$ cat config.mk
export PLATFORM = sky130hd
export DESIGN_NAME = key_led_ctrl
export DESIGN_NICKNAME = d
export VERILOG_FILES = /design/src/rtl/key_led_ctrl.sv
export SDC_FILE = /design/constraint.sdc
export NUM_CORES = 1
export LEC_CHECK = 0
export BUFFER_PORTS_ARGS = -buffer_cell sky130_fd_sc_hd__buf_2
export CAP_MARGIN = 15
export CORE_UTILIZATION = 56
export CTS_CLUSTER_DIAMETER = 30
export DETAILED_ROUTE_END_ITERATION = 16
export PLACE_DENSITY = 0.77
export SLEW_MARGIN = 20
export SYNTH_ARGS = -nofsm -noshare
export SYNTH_HDL_FRONTEND = slang
export SYNTH_SLANG_ARGS = --single-unit
$ cat constraint.sdc
create_clock -name clk_50m -period 2.4 [get_ports clk_50m]
set_input_delay 0.48 -clock clk_50m [delete_from_list [all_inputs] [get_ports clk_50m]]
set_output_delay 0.48 -clock clk_50m [all_outputs]
set_load 0.05 [all_outputs]
$ cat src/rtl/key_led_ctrl.sv
`default_nettype none
// ============================================================================
// Module   : key_led_ctrl
// Purpose  : Debounced push-button front end with short/long press pulses
//            steering a four-mode LED pattern generator.
// Revision : 1.0
// ============================================================================
module key_led_ctrl #(
  parameter int NUM_KEYS          = 2,
  parameter int NUM_LEDS          = 4,
  parameter int KEY_ACTIVE_HIGH   = 1,
  parameter int DEBOUNCE_CYCLES   = 8192,
  parameter int LONG_PRESS_CYCLES = 50000000,
  parameter int TICK_DIV          = 12500000
) (
  input  logic                clk_50m,
  input  logic                rst_n,
  input  logic [NUM_KEYS-1:0] key,
  output logic [NUM_KEYS-1:0] key_state,
  output logic [NUM_KEYS-1:0] key_pulse,
  output logic [NUM_KEYS-1:0] key_long,
  output logic [1:0]          led_mode,
  output logic                paused,
  output logic [NUM_LEDS-1:0] usr_led
);

  localparam int c_DB_W   = $clog2(DEBOUNCE_CYCLES);
  localparam int c_HOLD_W = $clog2(LONG_PRESS_CYCLES + 2);
  localparam int c_DIV_W  = $clog2(TICK_DIV);

  localparam logic [c_DB_W-1:0]   c_DB_MAX    = c_DB_W'(DEBOUNCE_CYCLES - 1);
  localparam logic [c_HOLD_W-1:0] c_HOLD_LONG = c_HOLD_W'(LONG_PRESS_CYCLES);
  localparam logic [c_DIV_W-1:0]  c_DIV_MAX   = c_DIV_W'(TICK_DIV - 1);
  localparam logic [NUM_KEYS-1:0] c_IDLE      = (KEY_ACTIVE_HIGH != 0) ? '0 : '1;
  localparam logic [NUM_LEDS-1:0] c_SEED_UP   = NUM_LEDS'(1);
  localparam logic [NUM_LEDS-1:0] c_SEED_DN   = NUM_LEDS'(1) << (NUM_LEDS - 1);

  localparam logic [1:0] c_MODE_BLINK  = 2'd0;
  localparam logic [1:0] c_MODE_UP     = 2'd1;
  localparam logic [1:0] c_MODE_DN     = 2'd2;

  // Synchronisers reset to the idle pin level so reset never looks like a press.
  logic [NUM_KEYS-1:0] sync1_q, sync2_q, pressed;

  always_ff @(posedge clk_50m or negedge rst_n) begin
    if (!rst_n) begin
      sync1_q <= c_IDLE;
      sync2_q <= c_IDLE;
    end else begin
      sync1_q <= key;
      sync2_q <= sync1_q;
    end
  end

  assign pressed = sync2_q ^ c_IDLE;

  for (genvar i = 0; i < NUM_KEYS; i++) begin : g_key
    logic [c_DB_W-1:0]   db_cnt_q;
    logic [c_HOLD_W-1:0] hold_cnt_q;
    logic                state_q, state_dly_q, pulse_q, long_q;

    always_ff @(posedge clk_50m or negedge rst_n) begin
      if (!rst_n) begin
        db_cnt_q    <= '0;
        hold_cnt_q  <= '0;
        state_q     <= 1'b0;
        state_dly_q <= 1'b0;
        pulse_q     <= 1'b0;
        long_q      <= 1'b0;
      end else begin
        if (pressed[i] == state_q) begin
          db_cnt_q <= '0;
        end else if (db_cnt_q == c_DB_MAX) begin
          db_cnt_q <= '0;
          state_q  <= pressed[i];
        end else begin
          db_cnt_q <= db_cnt_q + 1'b1;
        end

        state_dly_q <= state_q;
        pulse_q     <= state_q & ~state_dly_q;

        // Saturating one past the threshold keeps the long pulse single-shot.
        if (!state_q) begin
          hold_cnt_q <= '0;
        end else if (hold_cnt_q <= c_HOLD_LONG) begin
          hold_cnt_q <= hold_cnt_q + 1'b1;
        end
        long_q <= state_q && (hold_cnt_q == c_HOLD_LONG);
      end
    end

    assign key_state[i] = state_q;
    assign key_pulse[i] = pulse_q;
    assign key_long[i]  = long_q;
  end

  logic [1:0]          mode_q, mode_d;
  logic                paused_q, paused_d, mode_wr;
  logic [c_DIV_W-1:0]  div_q, div_d;
  logic [NUM_LEDS-1:0] pat_q, pat_d, seed;
  logic                tick;

  assign tick = !paused_q && (div_q == c_DIV_MAX);

  always_comb begin
    mode_d   = mode_q;
    paused_d = paused_q;
    mode_wr  = 1'b0;
    if (key_long[0]) begin
      mode_d   = c_MODE_BLINK;
      paused_d = 1'b0;
      mode_wr  = 1'b1;
    end else if (key_long[1]) begin
      paused_d = ~paused_q;
    end else if (key_pulse[0] && key_pulse[1]) begin
      mode_wr  = 1'b0;
    end else if (key_pulse[0]) begin
      mode_d   = mode_q + 2'd1;
      mode_wr  = 1'b1;
    end else if (key_pulse[1]) begin
      mode_d   = mode_q - 2'd1;
      mode_wr  = 1'b1;
    end
  end

  // A mode write restarts the pattern from its seed and drops any same-cycle tick.
  always_comb begin
    case (mode_d)
      c_MODE_UP: seed = c_SEED_UP;
      c_MODE_DN: seed = c_SEED_DN;
      default:   seed = '0;
    endcase
    div_d = div_q;
    pat_d = pat_q;
    if (mode_wr) begin
      div_d = '0;
      pat_d = seed;
    end else if (!paused_q) begin
      div_d = tick ? '0 : div_q + 1'b1;
      if (tick) begin
        case (mode_q)
          c_MODE_BLINK: pat_d = ~pat_q;
          c_MODE_UP:    pat_d = {pat_q[NUM_LEDS-2:0], pat_q[NUM_LEDS-1]};
          c_MODE_DN:    pat_d = {pat_q[0], pat_q[NUM_LEDS-1:1]};
          default:      pat_d = pat_q + 1'b1;
        endcase
      end
    end
  end

  always_ff @(posedge clk_50m or negedge rst_n) begin
    if (!rst_n) begin
      mode_q   <= '0;
      paused_q <= 1'b0;
      div_q    <= '0;
      pat_q    <= '0;
    end else begin
      mode_q   <= mode_d;
      paused_q <= paused_d;
      div_q    <= div_d;
      pat_q    <= pat_d;
    end
  end

  assign led_mode = mode_q;
  assign paused   = paused_q;
  assign usr_led  = pat_q;

endmodule
`default_nettype wire

==> summary.md, run 1 <==
- 11680 sq um — total die area
- sky130_fd_sc_hd__dfrtp_1 (48%), sky130_fd_sc_hd__xnor2_1 (5.8%), sky130_fd_sc_hd__nor2_1 (5.4%) — ranking of synthesized cells by area
- -64.73 ps — Post-Place Worst Slack
- 51 — pin count of the biggest net entering global routing
- 0.8844 — final weighted congestion in routability-driven placement
- 18.83% — ratio of cells with drive above 1 in the final layout
- sky130_fd_sc_hd__dfrtp_1 (121), sky130_fd_sc_hd__nor2_1 (91), sky130_fd_sc_hd__nand2_1 (46) — leading post-synthesis cells by instance count
- 3176 sq um — area of the multi-input gates
- 2 — Max Buffers Root-to-Sink
- flip-flop — Worst setup EP type
- yes — RSZ-0062 raised after global routing
- 7.924 ps — final setup skew
- sky130_fd_sc_hd__dfrtp_1 — Post-synth top flop
- 16.23 microns — Routed WL per cell
- -50 ps — register-to-register setup slack
- 16 — port bufs
- 0 — leftover overflow at the end of global routing
- sky130_fd_sc_hd__dfrtp_1 — most repeated cell in the gate-level netlist after synthesis
- 3 — final-report setup violation count
- 744 — net count of the finished layout
- 60 ps — clock-pin slew reported for the worst setup and hold paths after clock tree synthesis
- g_key[0].hold_cnt_q[8] — worst flop-to-flop path endpoint
- 121 — FF+latch count, synth
- 6300 sq um — cell area after technology mapping
- 0 — final antenna diode count
- 4.402 mW — total power after layout
- g_key[0].hold_cnt_q[8] — source of the critical timing path
- 407.4 MHz — maximum clock frequency
- 102.3% — portion of the clock cycle consumed by the worst path in the final layout
- 108.1 microns — Die Ht
- 9.371 mm — half-perimeter wire length after detailed placement
- key[0] — startpoint of the lowest-slack hold path
- g_key[0].hold_cnt_q[8] — endpoint of the most critical setup path
- 0 — synth warn
- 0 — number of remaining DRC errors
- 19.54% — area grow syn2layout
- built — clock tree from TritonCTS
- 4 — CTS H-tree lvls
- in -> reg — worst min-delay path class
- 5233 — via count of the first global-routing pass
- 3.148 nW — leakage power figure
- 0 — EDFF count, synth
- -54.81 ps — Final Worst Setup Slack
- 0 — max-slew violations
- 6.055 — number of vias per cell after detailed routing
- 793.2 uV — worst voltage drop across the vdd grid
- 38 — # rows
- 7531 sq um — design area
- 787 — filler cell count
- 6803 sq um — post-place instance area
- 26.29% — global router's overall resource usage
- 0 — final hold vios
- 8 — depth of the worst register-to-register path
- 530 ps — clock latency reported for the late side of the worst-skew pair
- 49.86% — max-slew headroom at the worst pin
- flip-flop — startpoint type of the worst setup path
- 10890 sq um — Core Area
- g_key[0].hold_cnt_q[8] — worst r2r src
- 5316 — via count
- 108.1 microns — Die Wd
- 751.3 ps — measured slew at the worst slew-check pin
- 14.25 mm — drt total wl
- 0 — antenna-violating nets left
- 0 — count of max-cap constraint violations
- 121 — number of clock sinks
- 17 — Top-Level Pins
- 2900 ps — crit path DAT
- 0 — initial antenna violation count
- 3029 sq um — register cell area after layout
- 2840 ps — required arrival time at the worst endpoint
- 5 — first-pass iteration count of the detailed router
- 48.06% — area share of the leading cell type in the synthesized netlist
- 682 — total nets after synthesis
- 57.86% — starting utilization of the core area
- 665 — Gate Count Post-Synth
- setup timing — failing checks
- complete, but fails checks — run status
- 48.06% — sequential element share of the synthesized area
- 17 — TritonCTS Buffers
- 2455 ps — clock period minus worst slack
- sky130_fd_sc_hd__dfrtp_1 — largest area contributor in the synthesized netlist
- 584.6 nW/um^2 — Power Density
- 100.0% — share of flip-flops with an asynchronous set or reset after synthesis
- 23.93 mm — global-route wire length before repair
- reg -> reg — CP Class
- 55 — Distinct cells, synth
- 408 — drt initial violations
- 9.473 sq um — post-synthesis area per instance
- 11 — Worst Path Max Fanout
- sky130_fd_sc_hd__clkbuf_8 — clock root buffer master
## repair_timing
action / 4_1_cts / 5_1_grt
resized for setup: 5 / 28
pin swaps: 2 / 8
hold buffers: 1 / 0
cloned: 0 / 1
hold endpoints to repair: 38 / 0
buffers inserted: 1 / 6
endpoints found under the setup margin: 17 / 31
## report_power, final
group          switching (mW)  leakage (nW)  total, mW  internal [mW]
sequential            0.00897          1.66       2.06           2.05
combinational          0.0529          1.23     0.0712         0.0183
clock                   0.862         0.256       2.27           1.41
total                   0.924          3.15       4.40           3.48
## cells by family after synthesis
family / Yosys count / share of synthesized area (%)
AO/OA/AOI/OAI: 105 / 10.92
XOR/XNOR: 63 / 8.759
adder cells (fa/ha/maj): 13 / 2.582
buffers and inverters: 57 / 3.813
flip-flops: 121 / 48.06
multiplexers: 10 / 1.609
AND/OR/NAND/NOR: 296 / 24.25
## metrics by stage
step	hold WS (ps)	util, %	setup TNS (ps)	instances
2_1_floorplan	184.4	-	-872.1	665
3_3_place_gp	342.4	62.48	-43.30	839
3_5_place_dp	335.8	62.48	-387.2	839
4_1_cts	42.37	67.69	0	871
5_1_grt	36.51	69.17	-1287	878
6_report	61.55	69.17	-81.53	878
## worst min path at each step
stage | slack (ps) | end | cells past startpoint
after floorplan | 180 | div_q[0] | 0
after global placement | 340 | pressed[0] | 0
after detailed placement | 340 | pressed[1] | 0
after CTS | 40 | sync1_q[0] | 1
after global routing | 40 | sync1_q[0] | 1
final | 60 | sync1_q[0] | 1
## worst max-delay path: stages, from the launching register on
cell                      delay, ps
sky130_fd_sc_hd__dfrtp_1        370
sky130_fd_sc_hd__or4_4          530
sky130_fd_sc_hd__buf_4          150
sky130_fd_sc_hd__o32a_2         350
sky130_fd_sc_hd__a21oi_4        170
sky130_fd_sc_hd__buf_4          150
sky130_fd_sc_hd__nor2_4          50
sky130_fd_sc_hd__or4_1          430
sky130_fd_sc_hd__a21oi_1        170
## cell type report
cell class	count	share of cell area, %
clock buffers	22	6.014
clock inverters	8	0.9802
inverters	28	1.396
multi-input cells	487	42.17
flip-flops and latches	121	40.22
well taps	140	2.326
repair buffers	72	6.895
## sequential cells by signal, summed over array words and instances, names as in the netlist
| signal | flops |
|---|---|
| div_q | 24 |
| sync1_q | 2 |
| g_key.long_q | 2 |
| g_key.pulse_q | 2 |
| g_key.hold_cnt_q | 52 |
| g_key.state_q | 2 |
| paused | 1 |
| led_mode | 2 |
| pressed | 2 |
| g_key.state_dly_q | 2 |
| usr_led | 4 |
| g_key.db_cnt_q | 26 |
## cells in the final DEF, fill, tap and decap left out, types with 4 or more instances in the layout
cell / count
sky130_fd_sc_hd__dfrtp_1: 120
sky130_fd_sc_hd__nor2_1: 90
sky130_fd_sc_hd__buf_4: 53
sky130_fd_sc_hd__nand2_1: 46
sky130_fd_sc_hd__xnor2_1: 42
sky130_fd_sc_hd__nand3_1: 33
sky130_fd_sc_hd__inv_1: 27
sky130_fd_sc_hd__xor2_1: 21
sky130_fd_sc_hd__a21oi_1: 20
sky130_fd_sc_hd__o21ai_0: 20
sky130_fd_sc_hd__and3_1: 17
sky130_fd_sc_hd__or3_1: 17
sky130_fd_sc_hd__nand4_1: 16
sky130_fd_sc_hd__clkbuf_16: 16
sky130_fd_sc_hd__buf_2: 16
sky130_fd_sc_hd__nor3_1: 14
sky130_fd_sc_hd__o31ai_1: 14
sky130_fd_sc_hd__ha_1: 13
sky130_fd_sc_hd__nand2b_1: 9
sky130_fd_sc_hd__mux2i_1: 9
sky130_fd_sc_hd__or4_1: 8
sky130_fd_sc_hd__and2_1: 8
sky130_fd_sc_hd__a21oi_2: 8
sky130_fd_sc_hd__o211ai_1: 7
sky130_fd_sc_hd__nor4_1: 6
sky130_fd_sc_hd__or4_4: 5
sky130_fd_sc_hd__o2111ai_1: 5
sky130_fd_sc_hd__and4_1: 4
sky130_fd_sc_hd__a31oi_1: 4
sky130_fd_sc_hd__o21a_1: 4
sky130_fd_sc_hd__clkinv_2: 4
## per-layer routing
| metal | wire length, microns | track usage [%] | vias up |
|---|---|---|---|
| li1 | - | - | 2478 |
| met1 | 5881 | 32.73 | 2631 |
| met2 | 7327 | 44.09 | 180 |
| met3 | 749 | 6.872 | 27 |
| met4 | 288 | 9.393 | 0 |
| met5 | 0 | 0 | - |
No activity file was read; power rests on OpenSTA's default activity.
==> run 2: changes to the inputs <==
CORE_UTILIZATION = 53   (was 56)
PLACE_DENSITY = 0.73   (was 0.77)
==> run 2 against run 1 <==
Net effect: the run ends with DRC, setup timing left; sequential share of layout area down 1.2 points; via count down 1.4%; final cell count up 0.46%; die area up 5.6%; critical path depth down 1; global-route usage down 2.6 points; combinational power up 2%; core utilization down 1.8 points; final area up 3.0%; largest power group unchanged.
==> summary.md, run 2 (same netlist as run 1, synthesis figures left out) <==
- 0.8727 — final weighted congestion in routability-driven placement, -1.3%
- 5113 — via count of the first global-routing pass, -2.3%
- 3.724 mW — cell internal power dissipation, +7.1%
- 23.10% — area grow syn2layout
- sky130_fd_sc_hd__dfrtp_1 — most common cell after layout, fill and taps aside
- -95.42 ps — Final Worst Setup Slack, -40.61 ps
- 400.7 MHz — maximum clock frequency, -1.6%
- 12 — final-report setup violation count, +9
- 3.201 nW — leakage power figure, +1.7%
- 54.70% — starting utilization of the core area, -3.2 points
- 21.65% — ratio of cells with drive above 1 in the final layout, +2.8 points
- 39 — # rows, +2.6%
- 2 — number of remaining DRC errors, +2
- 5242 — via count, -1.4%
- 23.67% — global router's overall resource usage, -2.6 points
- 2495 ps — clock period minus worst slack, +40.61 ps
- 17 — Top-Level Pins, unchanged
- 0 — initial antenna violation count, unchanged
- g_key.hold_cnt_q — register bank with the most flops
- 104.0% — portion of the clock cycle consumed by the worst path in the final layout, +1.7 points
- 121 — number of clock sinks, unchanged
- 53 — pin count of the biggest net entering global routing, +3.9%
- 0.9932 mW — net switching power figure, +7.5%
- 1.5% — combinational share of power, about the same
- 420 ps — clock latency reported for the late side of the worst-skew pair, -110 ps
- flip-flop — Worst setup EP type
- 841 — total placed cells including tap cells, +0.24%
- 4.717 mW — total power after layout, +7.2%
- 0 — leftover overflow at the end of global routing, unchanged
- 871 — filler cell count, +11%
- DRC, setup timing — failing checks
- 0 — final antenna diode count, unchanged
- g_key[0].hold_cnt_q[17] — worst flop-to-flop path endpoint
- 54.7% — portion of total power attributed to the clock network, +3.2 points
- built — clock tree from TritonCTS
- 9.140 mm — half-perimeter wire length after detailed placement, -2.5%
- yes — RSZ-0062 raised after global routing
- sky130_fd_sc_hd__dfrtp_1 (121), sky130_fd_sc_hd__nor2_1 (90), sky130_fd_sc_hd__nand2_1 (46), sky130_fd_sc_hd__buf_4 (44), sky130_fd_sc_hd__xnor2_1 (42) — most used cells in the layout excluding fill and tap cells
- flip-flop — startpoint type of the worst setup path
- g_key.hold_cnt_q (52), g_key.db_cnt_q (26), div_q (24) — Regs by FF count
- 0 — final hold vios, unchanged
- 50 ps — clock-pin slew reported for the worst setup and hold paths after clock tree synthesis, about the same
- sky130_fd_sc_hd__clkbuf_16 — clock root buffer master
- 16 — port bufs, unchanged
- in -> async — worst min-delay path class
- 23.36 mm — global-route wire length before repair, -2.4%
- 111.0 microns — Die Ht, +2.7%
- 2740 ps — required arrival time at the worst endpoint, -100 ps
- 0 — max-slew violations, unchanged
- 387 — drt initial violations, -5.1%
- 2 — Max Buffers Root-to-Sink, unchanged
- 608.3 nW/um^2 — Power Density, +4.1%
- g_key[0].hold_cnt_q[8] — worst r2r src
- 14.31 mm — drt total wl, +0.42%
- 45.55% — max-slew headroom at the worst pin, -4.3 points
- 882 — final cell count without fillers, +0.46%
- 743 — net count of the finished layout, -0.13%
- 12330 sq um — total die area, +5.6%
- 0 — antenna-violating nets left, unchanged
- 10 — first-pass iteration count of the detailed router, +5
- 111.0 microns — Die Wd, +2.7%
- -100 ps — register-to-register setup slack, -40 ps
- 52 — number of flip-flops under the largest register name, unchanged
- 2840 ps — crit path DAT, -60 ps
- 43.7% — share of power burned in registers, -3.2 points
- 7 — depth of the worst register-to-register path, -1
- 17 — TritonCTS Buffers, unchanged
- 9.340 ps — final setup skew, +1.416 ps
- 67.34% — share of the core filled with cells in the final layout, -1.8 points
- 16.22 microns — Routed WL per cell, about the same
- reg -> reg — CP Class
- 0 — count of max-cap constraint violations, unchanged
- 815.9 ps — measured slew at the worst slew-check pin, +64.57 ps
- 21.05% — switching part of the total, +0.068 points
- 0 — hold buffer count at cts, -1
- 11520 sq um — Core Area, +5.8%
- 443.6 uV — worst voltage drop across the vdd grid, -44%
- 4 — CTS H-tree lvls, unchanged
- 11 — Worst Path Max Fanout, unchanged
- 5.943 — number of vias per cell after detailed routing, -1.8%
- complete, but fails checks — run status
## run 2: cell count changes in the layout (fill, tap and decap cells not counted), sizes merged
cell         previous run  this run
clkinvlp                2         3
dlygate4sd3             1         0
clkinv                  5         6
bufinv                  1         3
clkbuf                 22        20
buf                    71        70
nor2                   92        93
## run 2: how the worst max path moves through the flow
stage / start / endpoint / slack [ps] / depth (start not counted)
6_report: g_key[0].hold_cnt_q[8] / g_key[0].hold_cnt_q[17] / -100 / 7
5_1_grt: g_key[0].hold_cnt_q[8] / g_key[0].hold_cnt_q[17] / -180 / 7
4_1_cts: g_key[0].hold_cnt_q[8] / g_key[0].hold_cnt_q[21] / 3 / 8
3_5_place_dp: g_key[0].hold_cnt_q[8] / g_key[0].hold_cnt_q[23] / -100 / 7
3_3_place_gp: g_key[0].hold_cnt_q[8] / g_key[0].hold_cnt_q[21] / -50 / 7
2_1_floorplan: g_key[0].hold_cnt_q[8] / g_key[0].hold_cnt_q[11] / -150 / 7
## run 2: per-stage QoR
stage          instance area, sq um  setup slack, ps  setup TNS [ps]  hold slack, ps
3_5_place_dp                   6812           -103.4          -528.0           337.0
3_3_place_gp                   6812           -46.57          -80.48           332.1
5_1_grt                        7755           -178.6           -2517           150.2
6_report                       7755           -95.42          -534.6           104.6
2_1_floorplan                  6327           -148.4          -872.1           184.4
4_1_cts                        7477            2.928               0           118.9
## run 2: what timing repair did
item | in CTS | in global routing
resized for setup | 9 | 57
pin swaps | 1 | 23
endpoints found under the hold margin | 0 | 0
cloned | 0 | 1
endpoints found under the setup margin | 10 | 34
buffers inserted | 3 | 5
## run 2: per-layer routing
metal	wire, microns	vias up	global-route usage, %
met4	334	0	10.54
li1	-	2476	-
met3	565	31	6.178
met2	7126	123	38.57
met5	0	-	0
met1	6280	2612	29.74
## run 2: final cells by class
cell class / count / area (sq um) / area share, %
inverters: 28 / 105.1 / 1.355
repair buffers: 70 / 546.8 / 7.051
clock inverters: 12 / 150.1 / 1.936
well taps: 143 / 178.9 / 2.307
multi-input cells: 488 / 3299 / 42.55
clock buffers: 20 / 446.7 / 5.760
flip-flops and latches: 121 / 3028 / 39.04
## run 2: worst max-delay path, stage by stage (launching register included)
cell and delay, ps:
sky130_fd_sc_hd__dfrtp_1 380, sky130_fd_sc_hd__or4_4 540, sky130_fd_sc_hd__buf_4 160, sky130_fd_sc_hd__o32a_4 320
sky130_fd_sc_hd__a21oi_4 260, sky130_fd_sc_hd__o21ai_4 160, sky130_fd_sc_hd__or4_4 460, sky130_fd_sc_hd__a21oi_4 140
## run 2: power groups by stage
stage               clock (mW)  combinational (mW)  sequential [mW]
CTS                       2.61              0.0771             2.06
global placement             0              0.0745             2.10
floorplan                    0              0.0200             2.10
global route              2.71              0.0877             2.06
finish                    2.58              0.0729             2.06
detailed placement           0              0.0763             2.10
